## config.mk

```make
export PLATFORM = sky130hd
export DESIGN_NAME = fft_seq_ctrl
export DESIGN_NICKNAME = d
export VERILOG_FILES = /design/src/rtl/fft_pkg.sv /design/src/rtl/fft_log2.sv /design/src/rtl/fft_seq_ctrl.sv
export SDC_FILE = /design/constraint.sdc
export NUM_CORES = 1
export LEC_CHECK = 0
export ABC_CLOCK_PERIOD_IN_PS = 4800
export BUFFER_PORTS_ARGS = -buffer_cell sky130_fd_sc_hd__buf_2
export CORE_MARGIN = 2
export CORE_UTILIZATION = 39
export CTS_CLUSTER_SIZE = 12
export DETAILED_ROUTE_END_ITERATION = 8
export SYNTH_ARGS = -nofsm -noshare
export SYNTH_HDL_FRONTEND = slang
export SYNTH_SLANG_ARGS = --single-unit
export TNS_END_PERCENT = 20
```

## constraint.sdc

```tcl
create_clock -name i_clk -period 4.8 [get_ports i_clk]
set_clock_uncertainty 0.2 [all_clocks]
set_input_delay 0.48 -clock i_clk [delete_from_list [all_inputs] [get_ports i_clk]]
set_output_delay 0.48 -clock i_clk [all_outputs]
set_load 0.02 [all_outputs]
```

## src/rtl/fft_pkg.sv

```systemverilog
// Shared types and limits for the FFT sequencing controller.
package fft_pkg;

    localparam int MAX_SAMPLES = 2048;
    localparam int STAGE_WIDTH = 4;
    localparam int MAX_LOG2    = $clog2(MAX_SAMPLES);

    typedef enum logic [2:0] {
        S_LOAD,
        S_CHECK,
        S_GUARD,
        S_START,
        S_WAIT,
        S_DONE,
        S_ERR
    } state_e;

endpackage

```

## src/rtl/fft_log2.sv

```systemverilog
// Combinational transform-length check: flags a power-of-two N in 2..MAX_SAMPLES
// and returns log2(N) as the number of butterfly stages.
module fft_log2
    import fft_pkg::*;
#(
    parameter int SAMPLE_WIDTH = 12,
    parameter int STG_W        = 4
) (
    input  logic [SAMPLE_WIDTH-1:0] samples_i,
    output logic                    valid_o,
    output logic [STG_W-1:0]        stages_o
);

    // Exactly one bit may match, so the loop resolves to a single hit at most.
    always_comb begin
        valid_o  = 1'b0;
        stages_o = '0;
        for (int i = 1; i < SAMPLE_WIDTH; i++) begin
            if (i <= MAX_LOG2 && samples_i == (SAMPLE_WIDTH'(1) << i)) begin
                valid_o  = 1'b1;
                stages_o = STG_W'(i);
            end
        end
    end

endmodule

```

## src/rtl/fft_seq_ctrl.sv

```systemverilog
// Stage sequencer for the FFT core: hands RAM between AXI and the butterfly
// engine and steps through log2(N) stages. FFT_SEQ_WATCHDOG_EN adds a per-stage timeout.
module fft_seq_ctrl #(
    parameter int SAMPLE_WIDTH   = 12,
    parameter int STAGE_WIDTH    = fft_pkg::STAGE_WIDTH,
    parameter int TIMEOUT_CYCLES = 4096
) (
    input  logic                    i_clk,
    input  logic                    i_rst,
    input  logic                    i_DATA_LOADED,
    input  logic [SAMPLE_WIDTH-1:0] i_SAMPLES_NUMBER,
    input  logic                    i_STAGE_DONE,
    input  logic                    i_RESULT_READ,
    output logic                    o_MODE,
    output logic                    o_STAGE_START,
    output logic [STAGE_WIDTH-1:0]  o_STAGE_IDX,
    output logic                    o_CALC_END,
    output logic                    o_BUSY,
`ifdef FFT_SEQ_WATCHDOG_EN
    output logic                    o_TIMEOUT,
`endif
    output logic                    o_ERR
);
    import fft_pkg::*;

    state_e                 state_q;
    logic                   mode_q, start_q, calc_end_q, busy_q, err_q;
    logic [STAGE_WIDTH-1:0] idx_q, stages_q;
    logic                   n_valid;
    logic [STAGE_WIDTH-1:0] n_stages;

    fft_log2 #(
        .SAMPLE_WIDTH (SAMPLE_WIDTH),
        .STG_W        (STAGE_WIDTH)
    ) u_log2 (
        .samples_i (i_SAMPLES_NUMBER),
        .valid_o   (n_valid),
        .stages_o  (n_stages)
    );

`ifdef FFT_SEQ_WATCHDOG_EN
    localparam int WD_W = $clog2(TIMEOUT_CYCLES + 1);
    logic [WD_W-1:0] wd_cnt_q;
    logic            timeout_q;
    assign o_TIMEOUT = timeout_q;
`else
    logic [31:0] wd_unused;
    assign wd_unused = 32'(TIMEOUT_CYCLES);
`endif

    // Outputs are registered from the current state, so they trail the state by one edge.
    always_ff @(posedge i_clk or posedge i_rst) begin
        if (i_rst) begin
            state_q    <= S_LOAD;
            mode_q     <= 1'b1;
            start_q    <= 1'b0;
            idx_q      <= '0;
            stages_q   <= '0;
            calc_end_q <= 1'b0;
            busy_q     <= 1'b0;
            err_q      <= 1'b0;
`ifdef FFT_SEQ_WATCHDOG_EN
            wd_cnt_q   <= '0;
            timeout_q  <= 1'b0;
`endif
        end else begin
            case (state_q)
                S_LOAD: begin
                    mode_q     <= 1'b1;
                    start_q    <= 1'b0;
                    calc_end_q <= 1'b0;
                    busy_q     <= 1'b0;
                    err_q      <= 1'b0;
                    if (i_DATA_LOADED) state_q <= S_CHECK;
                end
                S_CHECK: begin
                    mode_q     <= 1'b1;
                    busy_q     <= 1'b1;
                    err_q      <= 1'b0;
                    calc_end_q <= 1'b0;
                    if (n_valid) begin
                        stages_q <= n_stages;
                        state_q  <= S_GUARD;
                    end else begin
                        state_q  <= S_ERR;
                    end
                end
                S_GUARD: begin
                    mode_q  <= 1'b0;
                    idx_q   <= '0;
                    state_q <= S_START;
                end
                S_START: begin
                    mode_q  <= 1'b0;
                    start_q <= 1'b1;
`ifdef FFT_SEQ_WATCHDOG_EN
                    wd_cnt_q <= '0;
`endif
                    state_q <= S_WAIT;
                end
                S_WAIT: begin
                    mode_q  <= 1'b0;
                    start_q <= 1'b0;
                    if (i_STAGE_DONE) begin
                        if (idx_q == stages_q - STAGE_WIDTH'(1)) begin
                            state_q <= S_DONE;
                        end else begin
                            idx_q   <= idx_q + STAGE_WIDTH'(1);
                            state_q <= S_START;
                        end
                    end
`ifdef FFT_SEQ_WATCHDOG_EN
                    else if (wd_cnt_q == WD_W'(TIMEOUT_CYCLES - 1)) begin
                        timeout_q <= 1'b1;
                        state_q   <= S_ERR;
                    end else begin
                        wd_cnt_q <= wd_cnt_q + WD_W'(1);
                    end
`endif
                end
                S_DONE: begin
                    mode_q     <= 1'b1;
                    start_q    <= 1'b0;
                    calc_end_q <= 1'b1;
                    busy_q     <= 1'b0;
                    // A load pulse arriving with the read pulse is deliberately dropped.
                    if (i_RESULT_READ) state_q <= S_LOAD;
                end
                S_ERR: begin
                    mode_q     <= 1'b1;
                    start_q    <= 1'b0;
                    calc_end_q <= 1'b0;
                    busy_q     <= 1'b0;
                    err_q      <= 1'b1;
                    if (i_DATA_LOADED) begin
`ifdef FFT_SEQ_WATCHDOG_EN
                        timeout_q <= 1'b0;
`endif
                        state_q <= S_CHECK;
                    end
                end
                default: state_q <= S_LOAD;
            endcase
        end
    end

    assign o_MODE        = mode_q;
    assign o_STAGE_START = start_q;
    assign o_STAGE_IDX   = idx_q;
    assign o_CALC_END    = calc_end_q;
    assign o_BUSY        = busy_q;
    assign o_ERR         = err_q;

endmodule

```

### After elaboration in Yosys (flattened, before gate mapping)

Cells that the tools add are included.

| operators by class | value |
|---|---|
| add/subtract/negate cells | 2 |
| multipliers | 0 |
| div/mod/pow operators | 0 |
| $lt $le $gt $ge | 0 |
| eq/ne operators | 22 |
| shift operators | 0 |
| mux-type cells | 36 |
| bitwise logic cells | 0 |
| reduce and logical (&&, ||, !) cells | 17 |

Operators with widths:

| cell | number |
|---|---|
| 4-bit two-way mux | 12 |
| 3-bit case mux with 6 select lines | 1 |
| 3-bit two-way mux | 5 |
| 12-bit by 10-bit equality test with 1-bit output, second input constant | 1 |
| 12-bit by 11-bit equality test with 1-bit output, second input constant | 1 |
| 12-bit equality test, second input constant | 1 |
| 12-bit by 2-bit equality test with 1-bit output, second input constant | 1 |
| 12-bit by 3-bit equality test with 1-bit output, second input constant | 1 |
| 12-bit by 4-bit equality test with 1-bit output, second input constant | 1 |
| 12-bit by 5-bit equality test with 1-bit output, second input constant | 1 |
| 12-bit by 6-bit equality test with 1-bit output, second input constant | 1 |
| 12-bit by 7-bit equality test with 1-bit output, second input constant | 1 |
| 12-bit by 8-bit equality test with 1-bit output, second input constant | 1 |
| 12-bit by 9-bit equality test with 1-bit output, second input constant | 1 |
| 1-bit two-way mux | 12 |
| 2-bit nonzero test | 6 |
| 1-bit case mux with 2 select lines | 5 |
| 3-bit equality test, second input constant | 3 |
| 3-bit OR reduction | 3 |
| 4-bit case mux with 2 select lines | 1 |
| 4-bit OR reduction | 2 |
| 3-bit by 2-bit equality test with 1-bit output, second input constant | 2 |
| 2-bit inequality test, second input constant | 3 |
| 3-bit AND reduction | 2 |
| 8 further kinds | 9 |

| storage, ports and cells | value |
|---|---|
| register bits | 16 |
| latch bits | 0 |
| memory bits (writable) | 0 |
| ROM bits | 0 |
| input port bits | 17 |
| output and inout port bits | 9 |
| memories kept | 0 |

### Longest topological paths before layout

| logic depth | value |
|---|---|
| word-level depth | 14 |
| depth in mapped cells | 7 |
| gate-level depth less buffers | 7 |

### Hierarchy

Synthesis repeated with hierarchy kept, for this count alone.

| unflattened totals | value |
|---|---|
| cell total of the unflattened synthesis | 141 |
| area total of the unflattened synthesis | 1,233.7 um2 |

Modules (own cells, without submodules):

| module | instances | cells each | area each (um2) | sequential area each (um2) |
|---|---|---|---|---|
| fft_seq_ctrl | 1 | 95 | 914.6 | 401.6 |
| fft_log2 | 1 | 46 | 319.1 | 0.0 |

### Worst setup path before layout

No wires, ideal clock.

| timing path | value |
|---|---|
| path kind | input-to-reg |
| start | in i_SAMPLES_NUMBER[7] |
| end | reg stages_q[1] |
| data arrival time | 2.111 ns |
| data required time | 4.475 ns |
| slack | 2.364 ns |
| cell stages on the path | 6 |
| path through | clkbuf_1 > or4_4 > or3_4 > o22a_1 > a21o_1 > mux2_4 |

| on the way | value |
|---|---|
| word-level cells in the longest chain between the ends | 13 |
| elaborated cells between the ends (all ways) | 33 |
| classes of those cells | 11 x eq/ne; 21 x mux; 1 x reduce/logical |

RTL lines:

| what | line | source |
|---|---|---|
| start, declared | fft_seq_ctrl.sv:11 | `input logic [SAMPLE_WIDTH-1:0] i_SAMPLES_NUMBER,` |
| 12-bit by 2-bit equality test with 1-bit output | fft_log2.sv:19 | `if (i <= MAX_LOG2 && samples_i == (SAMPLE_WIDTH'(1) << i)) begin` |
| 1-bit two-way mux (11 in a row) | fft_log2.sv:19 |  |
| 2-bit AND reduction (no line) | -- |  |
| end signal, assigned | fft_seq_ctrl.sv:82 | `stages_q <= n_stages;` |
| end, declared | fft_seq_ctrl.sv:28 | `logic [STAGE_WIDTH-1:0] idx_q, stages_q;` |

Parallel ways exist; a longest one is shown, timed or not.
A chain may end at the register's enable or synchronous reset.

### Worst setup path in the final report

| timing path | value |
|---|---|
| start | in i_SAMPLES_NUMBER[5] |
| end | reg stages_q[1] |

The elaborated chain is that of the path after synthesis.

==> flow_summary.json <==
{
  "syn_to_final_growth_pct": 13.8,
  "cts_tree": "built",
  "ys_top_cells_by_count": "nand2_1, dfrtp_1, o21ai_0",
  "irDropWorstVdd_mv": 0.0923,
  "synth_seq_area_share": 0.336,
  "fin_nets": 180,
  "grt_max_degree": 17,
  "synth_top_area_frac": 0.314,
  "die_w_um": 59.3,
  "dp_hpwl_um": 1980,
  "min_period_ps": 2270,
  "cts_hold_buf": 0,
  "slew_headroom": 0.601,
  "synth_top_area_cell": "dfrtp_1",
  "top_usage_layer": "met2",
  "num_vias": 1085,
  "worst-setup-path-type": "in2reg",
  "grt_usage": 0.163,
  "ctsRootBufferMaster": "clkbuf_4",
  "setup_viol": 0,
  "worstSetupEndpointType": "flop",
  "cts_resized": 0,
  "rsz0062_at_grt": "no",
  "syn_area_sq_um": 1190,
  "max_freq_mhz": 440,
  "drt_wl_total_um": 2520,
  "grt_overflow": 0,
  "fillers": 309,
  "maxSlewViolCount": 0,
  "hp-class": "in2async",
  "drtAntennaViolNets": 0,
  "grtUsageMet3": 0.0218,
  "cts.clk_slew.worst_paths_ps": 100,
  "instances_no_fill": 193,
  "post_drt_wl_per_cell_um": 13.1,
  "synth_edf_count": 0,
  "placementRows": 20,
  "drt_iter0_drc": 74,
  "synth.area.top_cells": "dfrtp_1, nand2_1, o21ai_0",
  "grt_pass1_wl_um": 4340,
  "core_region_area_sq_um": 2980,
  "power_density_nw_per_um2": 415,
  "cp_max_fo": 6,
  "fin_ws_ps": 2530,
  "n_antenna_cell": 0,
  "cts.path.max_buffers": 2,
  "initial_utilization": 0.401,
  "status": "finished, final reports clean",
  "cts_setup_buffers": 0,
  "yosysWarnings": 0,
  "p_leak_uw": 0.000604,
  "ys_ff_latch": 16,
  "cts_buffers": 3,
  "portBuffers": 25,
  "clock_sinks": 16,
  "place_congestion": 0.865,
  "pre_cts_slack_ps": 2220,
  "dpl.cell_count": 189,
  "cpPeakStageDelay_ps": 550,
  "cp.arrival_ps": 2260,
  "grt_pass1_vias": 1014,
  "period_share": 0.473,
  "worstSkewPairLatency_ps": 300,
  "die_h_um": 59.3,
  "synth_cell_types": 42,
  "syn_nets": 158,
  "maxCapViolCount": 0,
  "cp-start-kind": "input port",
  "synth.most_common_cell": "nand2_1",
  "cp.required_ps": 4790,
  "tightest_slew_ps": 597,
  "antenna_found_initial": 0,
  "synthFlopType": "dfrtp_1",
  "htreeDepth": 1,
  "via_per_inst": 5.62,
  "ys_async_sr_fraction": 1.00,
  "drive_above_1_share": 0.238,
  "first_pass_iters": 4,
  "syn_inst": 139,
  "critPathSlowestCell": "or4_4",
  "crit_chain": "buf_2, or4_4, or3_4, o22a_1, a21o_1, mux2_4",
  "io_pins": 26,
  "drc": 0,
  "finalHoldViolCount": 0,
  "met1_usage": 0.214,
  "grt.met2_usage": 0.257,
  "whs_ps": 31.2,
  "setup_tns_ps": 0,
  "syn_area_per_cell_sq_um": 8.59,
  "dieArea_sq_um": 3520
}
cell usage in the layout (no fill, tap or decap), drive strengths merged, types with 2 or more instances in the layout:
cell type  netlist  routed
buf              1      25
nand2           18      18
dfrtp           15      15
o21ai           11      11
nor2             9       9
inv              6       6
nor3             6       6
xnor2            6       6
a21oi            6       6
mux2i            5       5
xor2             4       4
nor4b            4       4
clkbuf           7       4
nor2b            3       3
nor4             3       3
or4              3       3
or3              3       3
nand3            2       2
o21a             2       2
a211oi           2       2
a31oi            2       2
or3b             2       2
ha               2       2
worst max-delay path: cells and delay by family:
kind / cells / cell delay [ps]
compound gates: 2 / 410
buf+inv: 1 / 130
mux: 1 / 300
simple gates: 2 / 940
layer usage:
layer | part of all wire | routed length, um
met1 | 0.46 | 1170
met2 | 0.47 | 1200
met3 | 0.033 | 82
met4 | 0.030 | 76
met5 | 0 | 0
flip-flops by register name, summed over array words and instances (netlist names):
| register | count |
|---|---|
| o_STAGE_IDX | 4 |
| stages_q | 4 |
| state_q | 3 |
| o_BUSY | 1 |
| o_CALC_END | 1 |
| o_ERR | 1 |
| o_MODE | 1 |
| o_STAGE_START | 1 |
logic make-up (layout without fill, tap and decap cells):
family | Yosys count | after routing | synth area share
adders and majority gates | 3 | 3 | 0.0293
xor gates and xnor gates | 11 | 11 | 0.0933
DFF | 16 | 16 | 0.336
buffers and inverters | 14 | 35 | 0.0503
muxes | 6 | 6 | 0.0545
and+or+nand+nor | 56 | 56 | 0.257
AOI/OAI and AO/OA | 33 | 33 | 0.179
cell type report:
class	instances	area [sq um]	share of cell area
timing repair buffer	25	125	0.0921
sequential	16	402	0.296
clock buffer	4	36.3	0.0267
inverter	6	22.5	0.0166
multi-input combinational	109	732	0.539
tap	33	41.3	0.0304
per-stage QoR:
step                area (sq um)  utilization  total power, uW
floorplan                   1190            -              406
global placement            1320        0.444              468
detailed placement          1320        0.444              475
CTS                         1360        0.456              567
global route                1360        0.456              617
finish                      1360        0.456              564
report_power, final:
group	switching (uW)	internal (uW)
combinational	145	99.9
clock	45.1	46.3
sequential	53.3	175
worst paths after layout:
check	from	endpoint	slack, ps	depth (start not counted)
max reg2reg	stages_q[0]	o_STAGE_IDX[3]	2740	7
min reg2reg	o_STAGE_IDX[3]	o_STAGE_IDX[3]	320	1
min in group i_clk	i_RESULT_READ	state_q[0]	290	3
min	i_rst	o_STAGE_IDX[0]	30	2
max in group asynchronous	i_rst	o_CALC_END	3980	2
max	i_SAMPLES_NUMBER[5]	stages_q[1]	2530	6
(Power assumes the default switching activity.)
